--- src/rtl/cpu_pkg.sv ---
// ---------------------------------------------------------------------------
// cpu_pkg
// Shared definitions for the 8-bit accumulator CPU control path:
//   - datapath widths (opcode, ALU select, phase counter)
//   - opcode values and ALU operation encodings
//   - names of the eight instruction phases
//   - sequencer top-state encoding
//   - the packed strobe bundle produced by the phase decoder
// ---------------------------------------------------------------------------
package cpu_pkg;

   localparam int CPU_OPW  = 3;
   localparam int CPU_ALUW = 2;
   localparam int CPU_PHW  = 3;

   localparam logic [CPU_OPW-1:0] OP_HLT = 3'd0;
   localparam logic [CPU_OPW-1:0] OP_SKZ = 3'd1;
   localparam logic [CPU_OPW-1:0] OP_ADD = 3'd2;
   localparam logic [CPU_OPW-1:0] OP_AND = 3'd3;
   localparam logic [CPU_OPW-1:0] OP_XOR = 3'd4;
   localparam logic [CPU_OPW-1:0] OP_LDA = 3'd5;
   localparam logic [CPU_OPW-1:0] OP_STO = 3'd6;
   localparam logic [CPU_OPW-1:0] OP_JMP = 3'd7;

   localparam logic [CPU_ALUW-1:0] ALU_ADD  = 2'b00;
   localparam logic [CPU_ALUW-1:0] ALU_AND  = 2'b01;
   localparam logic [CPU_ALUW-1:0] ALU_XOR  = 2'b10;
   localparam logic [CPU_ALUW-1:0] ALU_PASS = 2'b11;

   localparam logic [CPU_PHW-1:0] PH_INST_ADDR  = 3'd0;
   localparam logic [CPU_PHW-1:0] PH_INST_FETCH = 3'd1;
   localparam logic [CPU_PHW-1:0] PH_INST_LOAD  = 3'd2;
   localparam logic [CPU_PHW-1:0] PH_IDLE       = 3'd3;
   localparam logic [CPU_PHW-1:0] PH_OP_ADDR    = 3'd4;
   localparam logic [CPU_PHW-1:0] PH_OP_FETCH   = 3'd5;
   localparam logic [CPU_PHW-1:0] PH_ALU_OP     = 3'd6;
   localparam logic [CPU_PHW-1:0] PH_STORE      = 3'd7;

   typedef enum logic [1:0] {
      STOPPED = 2'd0,
      RUN     = 2'd1,
      HALTED  = 2'd2,
      PAUSED  = 2'd3
   } seq_state_t;

   typedef struct packed {
      logic                addr_sel;
      logic                mem_rd;
      logic                mem_wr;
      logic                data_drive;
      logic                ir_load;
      logic                pc_inc;
      logic                pc_load;
      logic                ac_load;
      logic                alu_to_acc;
      logic [CPU_ALUW-1:0] alu_op;
      logic                instr_done;
   } strobes_t;

   // Instructions whose result is loaded into the accumulator from memory
   // (directly or through the ALU).
   function automatic logic is_alu_class(input logic [CPU_OPW-1:0] op);
      return (op == OP_ADD) || (op == OP_AND) || (op == OP_XOR) || (op == OP_LDA);
   endfunction

   // ALU select for an opcode; anything that is not a real ALU operation
   // gets the pass-through encoding.
   function automatic logic [CPU_ALUW-1:0] alu_sel(input logic [CPU_OPW-1:0] op);
      logic [CPU_ALUW-1:0] sel;
      case (op)
         OP_ADD:  sel = ALU_ADD;
         OP_AND:  sel = ALU_AND;
         OP_XOR:  sel = ALU_XOR;
         default: sel = ALU_PASS;
      endcase
      return sel;
   endfunction

endpackage

--- src/rtl/cpu_seq_decode.sv ---
// ---------------------------------------------------------------------------
// cpu_seq_decode
// Purely combinational phase decoder: maps (phase, opcode, zero) to the
// control strobe bundle for one running instruction phase. Run-control
// gating (stopped / halted / reset) is applied by the parent.
// Ports:
//   phase   in  current phase 0..7
//   opcode  in  current IR opcode
//   zero    in  accumulator-is-zero flag
//   strobes out decoded strobe bundle (strobes_t)
// ---------------------------------------------------------------------------
module cpu_seq_decode
   import cpu_pkg::*;
(
   input  logic [CPU_PHW-1:0] phase,
   input  logic [CPU_OPW-1:0] opcode,
   input  logic               zero,
   output strobes_t           strobes
);

   logic alu_cls;

   // Phases 0-3 fetch the instruction from the PC address, phase 4 bumps
   // the PC, phases 5-7 execute using the IR operand address. Memory read
   // and accumulator drive are never asserted together, so STO only drives
   // the bus in phases where no read is in progress.
   always_comb begin
      strobes = '0;
      alu_cls = is_alu_class(opcode);
      case (phase)
         PH_INST_ADDR: begin
            strobes.addr_sel = 1'b1;
         end
         PH_INST_FETCH: begin
            strobes.addr_sel = 1'b1;
            strobes.mem_rd   = 1'b1;
         end
         PH_INST_LOAD, PH_IDLE: begin
            strobes.addr_sel = 1'b1;
            strobes.mem_rd   = 1'b1;
            strobes.ir_load  = 1'b1;
         end
         PH_OP_ADDR: begin
            strobes.pc_inc = 1'b1;
         end
         PH_OP_FETCH: begin
            strobes.mem_rd = alu_cls;
         end
         PH_ALU_OP: begin
            strobes.mem_rd     = alu_cls;
            strobes.pc_inc     = (opcode == OP_SKZ) && zero;
            strobes.pc_load    = (opcode == OP_JMP);
            strobes.data_drive = (opcode == OP_STO);
         end
         PH_STORE: begin
            strobes.mem_rd     = alu_cls;
            strobes.ac_load    = alu_cls;
            strobes.pc_load    = (opcode == OP_JMP);
            strobes.data_drive = (opcode == OP_STO);
            strobes.mem_wr     = (opcode == OP_STO);
            strobes.instr_done = 1'b1;
         end
         default: begin
         end
      endcase

      // ALU controls are only meaningful while the operand is on its way
      // into the accumulator, so they stay quiet during fetch.
      if (phase >= PH_OP_FETCH) begin
         strobes.alu_op     = alu_sel(opcode);
         strobes.alu_to_acc = alu_cls && (opcode != OP_LDA);
      end
   end

endmodule

--- src/rtl/cpu_sequencer.sv ---
// ---------------------------------------------------------------------------
// cpu_sequencer
// Multi-cycle control sequencer for the 8-bit accumulator CPU. Steps each
// instruction through 8 phases and adds run control (STOPPED / RUN / HALTED,
// plus PAUSED in single-step builds).
// Optional feature macro: CPU_SEQ_SINGLE_STEP_EN adds the step_mode input;
// with step_mode = 1 the sequencer pauses after each completed instruction.
// Ports:
//   clk        in  system clock, rising edge
//   rst        in  asynchronous active-low reset
//   go         in  start / resume pulse (STOPPED, HALTED, PAUSED only)
//   step_mode  in  pause after each instruction (single-step builds only)
//   opcode     in  current IR opcode
//   zero       in  accumulator equals zero
//   phase      out current phase, 0 when not running
//   running    out sequencer in RUN
//   halted     out HLT executed
//   instr_done, addr_sel, mem_rd, mem_wr, data_drive, ir_load, pc_inc,
//   pc_load, ac_load, alu_to_acc, alu_op  out  datapath control strobes
// ---------------------------------------------------------------------------
module cpu_sequencer
   import cpu_pkg::*;
#(
   parameter int OPW  = CPU_OPW,
   parameter int ALUW = CPU_ALUW,
   parameter int PHW  = CPU_PHW
)
(
   input  logic            clk,
   input  logic            rst,
   input  logic            go,
`ifdef CPU_SEQ_SINGLE_STEP_EN
   input  logic            step_mode,
`endif
   input  logic [OPW-1:0]  opcode,
   input  logic            zero,
   output logic [PHW-1:0]  phase,
   output logic            running,
   output logic            halted,
   output logic            instr_done,
   output logic            addr_sel,
   output logic            mem_rd,
   output logic            mem_wr,
   output logic            data_drive,
   output logic            ir_load,
   output logic            pc_inc,
   output logic            pc_load,
   output logic            ac_load,
   output logic            alu_to_acc,
   output logic [ALUW-1:0] alu_op
);

   seq_state_t     state;
   seq_state_t     state_next;
   logic [PHW-1:0] phase_q;
   logic [PHW-1:0] phase_next;
   logic           run_active;
   strobes_t       dec;
   strobes_t       gated;

   // State register and phase counter; reset lands in STOPPED at phase 0.
   always_ff @(posedge clk or negedge rst) begin
      if (!rst) begin
         state   <= STOPPED;
         phase_q <= '0;
      end else begin
         state   <= state_next;
         phase_q <= phase_next;
      end
   end

   // Run control. go is only looked at outside RUN, so a pulse arriving in
   // the cycle that executes HLT is lost and a fresh pulse is needed later.
   // The phase counter is parked at 0 whenever the machine is not running.
   always_comb begin
      state_next = state;
      phase_next = phase_q;
      case (state)
         STOPPED, HALTED: begin
            if (go) begin
               state_next = RUN;
               phase_next = '0;
            end
         end
         RUN: begin
            if ((phase_q == PH_OP_ADDR) && (opcode == OP_HLT)) begin
               state_next = HALTED;
               phase_next = '0;
            end else if (phase_q == PH_STORE) begin
               phase_next = '0;
`ifdef CPU_SEQ_SINGLE_STEP_EN
               if (step_mode) begin
                  state_next = PAUSED;
               end
`endif
            end else begin
               phase_next = phase_q + 1'b1;
            end
         end
`ifdef CPU_SEQ_SINGLE_STEP_EN
         PAUSED: begin
            if (go) begin
               state_next = RUN;
               phase_next = '0;
            end
         end
`endif
         default: begin
            state_next = STOPPED;
            phase_next = '0;
         end
      endcase
   end

   cpu_seq_decode u_decode (
      .phase   (phase_q),
      .opcode  (opcode),
      .zero    (zero),
      .strobes (dec)
   );

   // Strobes are gated directly by rst as well as by the state so that no
   // write or load can pulse while reset is held, independent of how the
   // asynchronous clear of the state register propagates.
   always_comb begin
      run_active = rst && (state == RUN);
      gated      = run_active ? dec : '0;
   end

   assign phase      = run_active ? phase_q : '0;
   assign running    = run_active;
   assign halted     = rst && (state == HALTED);
   assign instr_done = gated.instr_done;
   assign addr_sel   = gated.addr_sel;
   assign mem_rd     = gated.mem_rd;
   assign mem_wr     = gated.mem_wr;
   assign data_drive = gated.data_drive;
   assign ir_load    = gated.ir_load;
   assign pc_inc     = gated.pc_inc;
   assign pc_load    = gated.pc_load;
   assign ac_load    = gated.ac_load;
   assign alu_to_acc = gated.alu_to_acc;
   assign alu_op     = gated.alu_op;

endmodule
--- config.mk ---
export PLATFORM = sky130hd
export DESIGN_NAME = cpu_sequencer
export DESIGN_NICKNAME = d
export VERILOG_FILES = /design/src/rtl/cpu_pkg.sv /design/src/rtl/cpu_seq_decode.sv /design/src/rtl/cpu_sequencer.sv
export SDC_FILE = /design/constraint.sdc
export NUM_CORES = 1
export LEC_CHECK = 0
export CAP_MARGIN = 30
export CORE_AREA = 2 2 39 41
export CTS_CLUSTER_DIAMETER = 80
export DETAILED_ROUTE_END_ITERATION = 12
export DIE_AREA = 0 0 41 43
export GPL_TIMING_DRIVEN = 0
export PLACE_DENSITY = 0.75
export SYNTH_ARGS = -nofsm -noshare
export SYNTH_HDL_FRONTEND = slang
export SYNTH_HIERARCHICAL = 1
export SYNTH_SLANG_ARGS = --single-unit
--- constraint.sdc ---
create_clock -name clk -period 2.4 [get_ports clk]
set_clock_uncertainty 0.05 [all_clocks]
set_input_delay 0.48 -clock clk [delete_from_list [all_inputs] [get_ports clk]]
set_output_delay 0.48 -clock clk [all_outputs]
set_load 0.01 [all_outputs]
### After elaboration in Yosys (flattened, before gate mapping)

Index checks and enable logic that the tools add are counted.

| word-level totals | value |
|---|---|
| register bits after elaboration | 5 |
| input bits | 7 |
| word-level logic and storage cells | 61 |

| cells by class | value |
|---|---|
| add/sub/neg operators | 1 |
| magnitude comparators | 1 |
| equality and inequality tests | 19 |
| muxes and demuxes | 20 |
| reductions and logical operators | 18 |

Operators with widths:

| cell | number |
|---|---|
| $eq A3 B3 Y1 const B | 8 |
| $mux W3 | 5 |
| $eq A3 B2 Y1 const B | 4 |
| $mux W12 | 1 |
| $mux W1 | 7 |
| $eq A3 B1 Y1 const B | 2 |
| $logic_not A3 Y1 | 2 |
| $pmux W2 S3 | 1 |
| $pmux W3 S2 | 1 |
| $reduce_or A2 Y1 | 3 |
| $reduce_or A3 Y1 | 2 |
| $logic_and A1 B1 Y1 | 5 |
| $mux W2 | 2 |
| $ne A2 B2 Y1 const B | 2 |
| $pmux W1 S2 | 2 |
| $pmux W2 S2 | 1 |
| $reduce_or A4 Y1 | 1 |
| $add A3 B1 Y3 const B | 1 |
| $ge A3 B3 Y1 const B | 1 |
| $logic_or A1 B1 Y1 | 3 |
| $ne A3 B3 Y1 const B | 1 |
| $eq A2 B1 Y1 const B | 1 |
| $eq A2 B2 Y1 const B | 1 |
| $logic_not A2 Y1 | 1 |
| $reduce_and A2 Y1 | 1 |

### Depth between registers and ports, before layout

| depth | value |
|---|---|
| depth in word-level cells | 7 |
| gate-level depth with buffers | 5 |
| mapped depth without buffers | 5 |

### Cells and area by module

The synthesis kept the hierarchy.

By module, submodules not included:

| module | times used | cells an instance | area each (µm²) | sequential area each (µm²) |
|---|---|---|---|---|
| cpu_sequencer | 1 | 43 | 387.9 | 125.1 |
| cpu_seq_decode | 1 | 19 | 120.1 | 0.0 |

### Worst setup path after synthesis

OpenSTA, ideal clock, no wires.

| path | value |
|---|---|
| path type | input to output |
| start | input port opcode[0] |
| end | output port alu_to_acc |
| arrival | 1.127 ns |
| required time | 1.870 ns |
| setup slack | 0.743 ns |
| stages on the path | 3 |
| path buffers | 0 |
| cells stage by stage | or3b_1 -> a21oi_1 -> and2_1 |

RTL lines:

| what | line | source |
|---|---|---|
| start: declaration | cpu_sequencer.sv:35 | `input logic [OPW-1:0] opcode,` |
| end: declaration | cpu_sequencer.sv:49 | `output logic alu_to_acc,` |

==> flow_summary.yaml <==
clock_tree:
  clk_latency_ps: 240
  path_clk_slew_ps: 50
  cts_tree: "built"
  cts_buffer_depth: 2
  cts.hold.buffers_added: 0
  cts_made_buffers: 3
  root_buffer: "clkbuf_4"
  clock-sinks: 5
  htreeDepth: 1
layout:
  fin_util_pct: 56.7
  seqCellArea_um2: 126
  finalInstanceArea_um2: 785
  drive_gt1_share_pct: 17.8
  multiInputGateArea_um2: 358
  n_fill_cell: 143
  antennaDiodeCount: 0
  area_delta_synth_final_pct: 54.4
  nets: 101
worst_setup_path:
  r2r_setup_slack_ps: 940
  cp.required_ps: 1870
  r2r_end: "phase_q[2]"
  reg2reg_from: "phase_q[0]"
  critPathKind: "reg -> out"
  critPathLaunchType: "flip-flop"
  crit_end: "mem_wr"
  crit_path_end_kind: "output port"
  critPathLaunch: "phase_q[2]"
  cp.arrival_ps: 1770
  cp_max_fo: 9
  r2r_cells: 5
timing:
  setup_ws_ps: 99.0
  relSlewSlack_pct: 77.9
  worst_hold_slack_ps: 13.3
  period_needed_ps: 2300
  slew_violations: 0
  timing.fmax_ghz: 0.435
  hold_viol_final: 0
  setup_viol: 0
  period_share_pct: 95.9
  rsz0062_at_grt: "false"
  tightest_slew_ps: 328
synthesis:
  yosys_warnings: 6
  netlist_top_cells_count: "and2_1, dfrtp_1, inv_1"
  yosysSeqAreaShare_pct: 24.6
  synth_top_area_cell: "dfrtp_1"
  async_reset_ff_share_pct: 100
  syn_nets: 72
  syn_inst: 62
  synth.avg_cell_area_um2: 8.19
  synth_top_area_share_pct: 24.6
  syn_area_um2: 508
  synth.distinct_cells: 30
  synth-seq-cells: 5
  synth_edf_count: 0
  synth.area.top_cells: "dfrtp_1, and2_1, ha_1"
  post-synth-top-count-cell: "and2_1"
  ys.flop_type: "dfrtp_1"
power_and_ir_drop:
  p_leak_nw: 0.360
  worst_ir_drop_vdd_mv: 0.483
  power_w: 0.000687
  powerDensity_nw_per_um2: 876
global_route:
  grt_max_degree: 11
  grt_pass1_vias: 443
  grt_antenna_before_repair: 0
  grt_pass1_wl_mm: 1.84
  grt_overflow: 0
  grt_usage_pct: 15.5
route:
  first_pass_iters: 4
  drc_errors: 0
  routed_wl_mm: 1.10
  drtIter0Drc: 9
  antenna_left: 0
  num_vias: 524
  drt-vias-per-instance: 4.94
  wire_per_inst_um: 10.4
status:
  status: "completed"
job:
  drv_cap: 0
place:
  gp_congestion: 0.708
  place_hpwl_um: 850
  dp_slack_ps: -439
  dpl_cell_area_um2: 758
  placement.io_buffers: 23
die:
  die_w_um: 41
  fp.coreArea_um2: 1380
  ios: 24
  floorplan.initialDensity_pct: 36.7
  die_area_um2: 1760
  row_count: 14
  fp.dieH_um: 43
min_path:
  worstHoldPathType: "in -> async"
## cell type report
| class | count | area share, % |
|---|---|---|
| inverter | 6 | 2.87 |
| multi-input combinational | 49 | 45.6 |
| tap | 16 | 2.55 |
| buffer | 2 | 1.59 |
| timing repair buffer | 24 | 27.9 |
| sequential | 5 | 16.1 |
| clock buffer | 4 | 3.35 |
## layout by cell type, fill, tap and decap left out, types with 3 or more instances in the layout
cell type	Yosys	final
inv_1	5	5
dlygate4sd2_1	0	3
ha_1	3	3
and3_1	3	3
and2_1	14	14
dfrtp_1	5	4
clkbuf_4	0	3
nor2_1	3	3
clkdlybuf4s50_1	0	17
## stage by stage
| stage | TNS, ps | std cells |
|---|---|---|
| finish | 0 | 106 |
| CTS | 0 | 106 |
| detailed placement | -5550 | 101 |
| global placement | -4780 | 101 |
| global route | 0 | 106 |
| floorplan | 0 | 62 |
## layer usage
metal | part of all wire, % | track usage (%) | up-vias
li1 | - | - | 273
met1 | 46 | 20.1 | 236
met2 | 49 | 22.2 | 13
met3 | 4.4 | 3.14 | 2
met4 | 0.73 | 10.0 | 0
met5 | 0 | 0 | -
## cells by family after synthesis
kind of cell             count (synthesis)  synth area share, %
flip-flops                               5                 24.6
buffers and inverters                    8                 6.90
adder cells (fa/ha/maj)                  3                 7.39
AO/OA/AOI/OAI                           10                 16.0
AND/OR/NAND/NOR                         35                 43.4
XOR/XNOR                                 1                 1.72
## registers in the layout, indices dropped and copies added (netlist names)
| signal | cells |
|---|---|
| state | 2 |
| phase_q | 3 |
## critical path, stage by stage (launching register included)
cell and delay, ps:
dfrtp_1 460, nand4_1 190, nor3b_1 210, and2_1 140, clkdlybuf4s50_1 530
## where the power goes
| part | internal (W) | total, W | switching (W) |
|---|---|---|---|
| clock | 0.0000630 | 0.0000990 | 0.0000360 |
| sequential | 0.000122 | 0.000184 | 0.0000620 |
| combinational | 0.000229 | 0.000404 | 0.000175 |
## what timing repair did
action / CTS / global route
gates resized for setup: 8 / 9
pin swaps: 1 / 0
setup endpoints to repair: 16 / 11
buffers inserted: 1 / 0
## worst min-delay path by stage
stage | endpoint | startpoint | cells after the start
2_1_floorplan | phase_q[0] | rst | 0
3_3_place_gp | state[1] | state[1] | 2
3_5_place_dp | state[1] | state[1] | 2
4_1_cts | state[0] | rst | 1
5_1_grt | phase_q[2] | rst | 1
6_report | state[0] | rst | 1
Note: power is estimated with default switching activity, not from simulation.
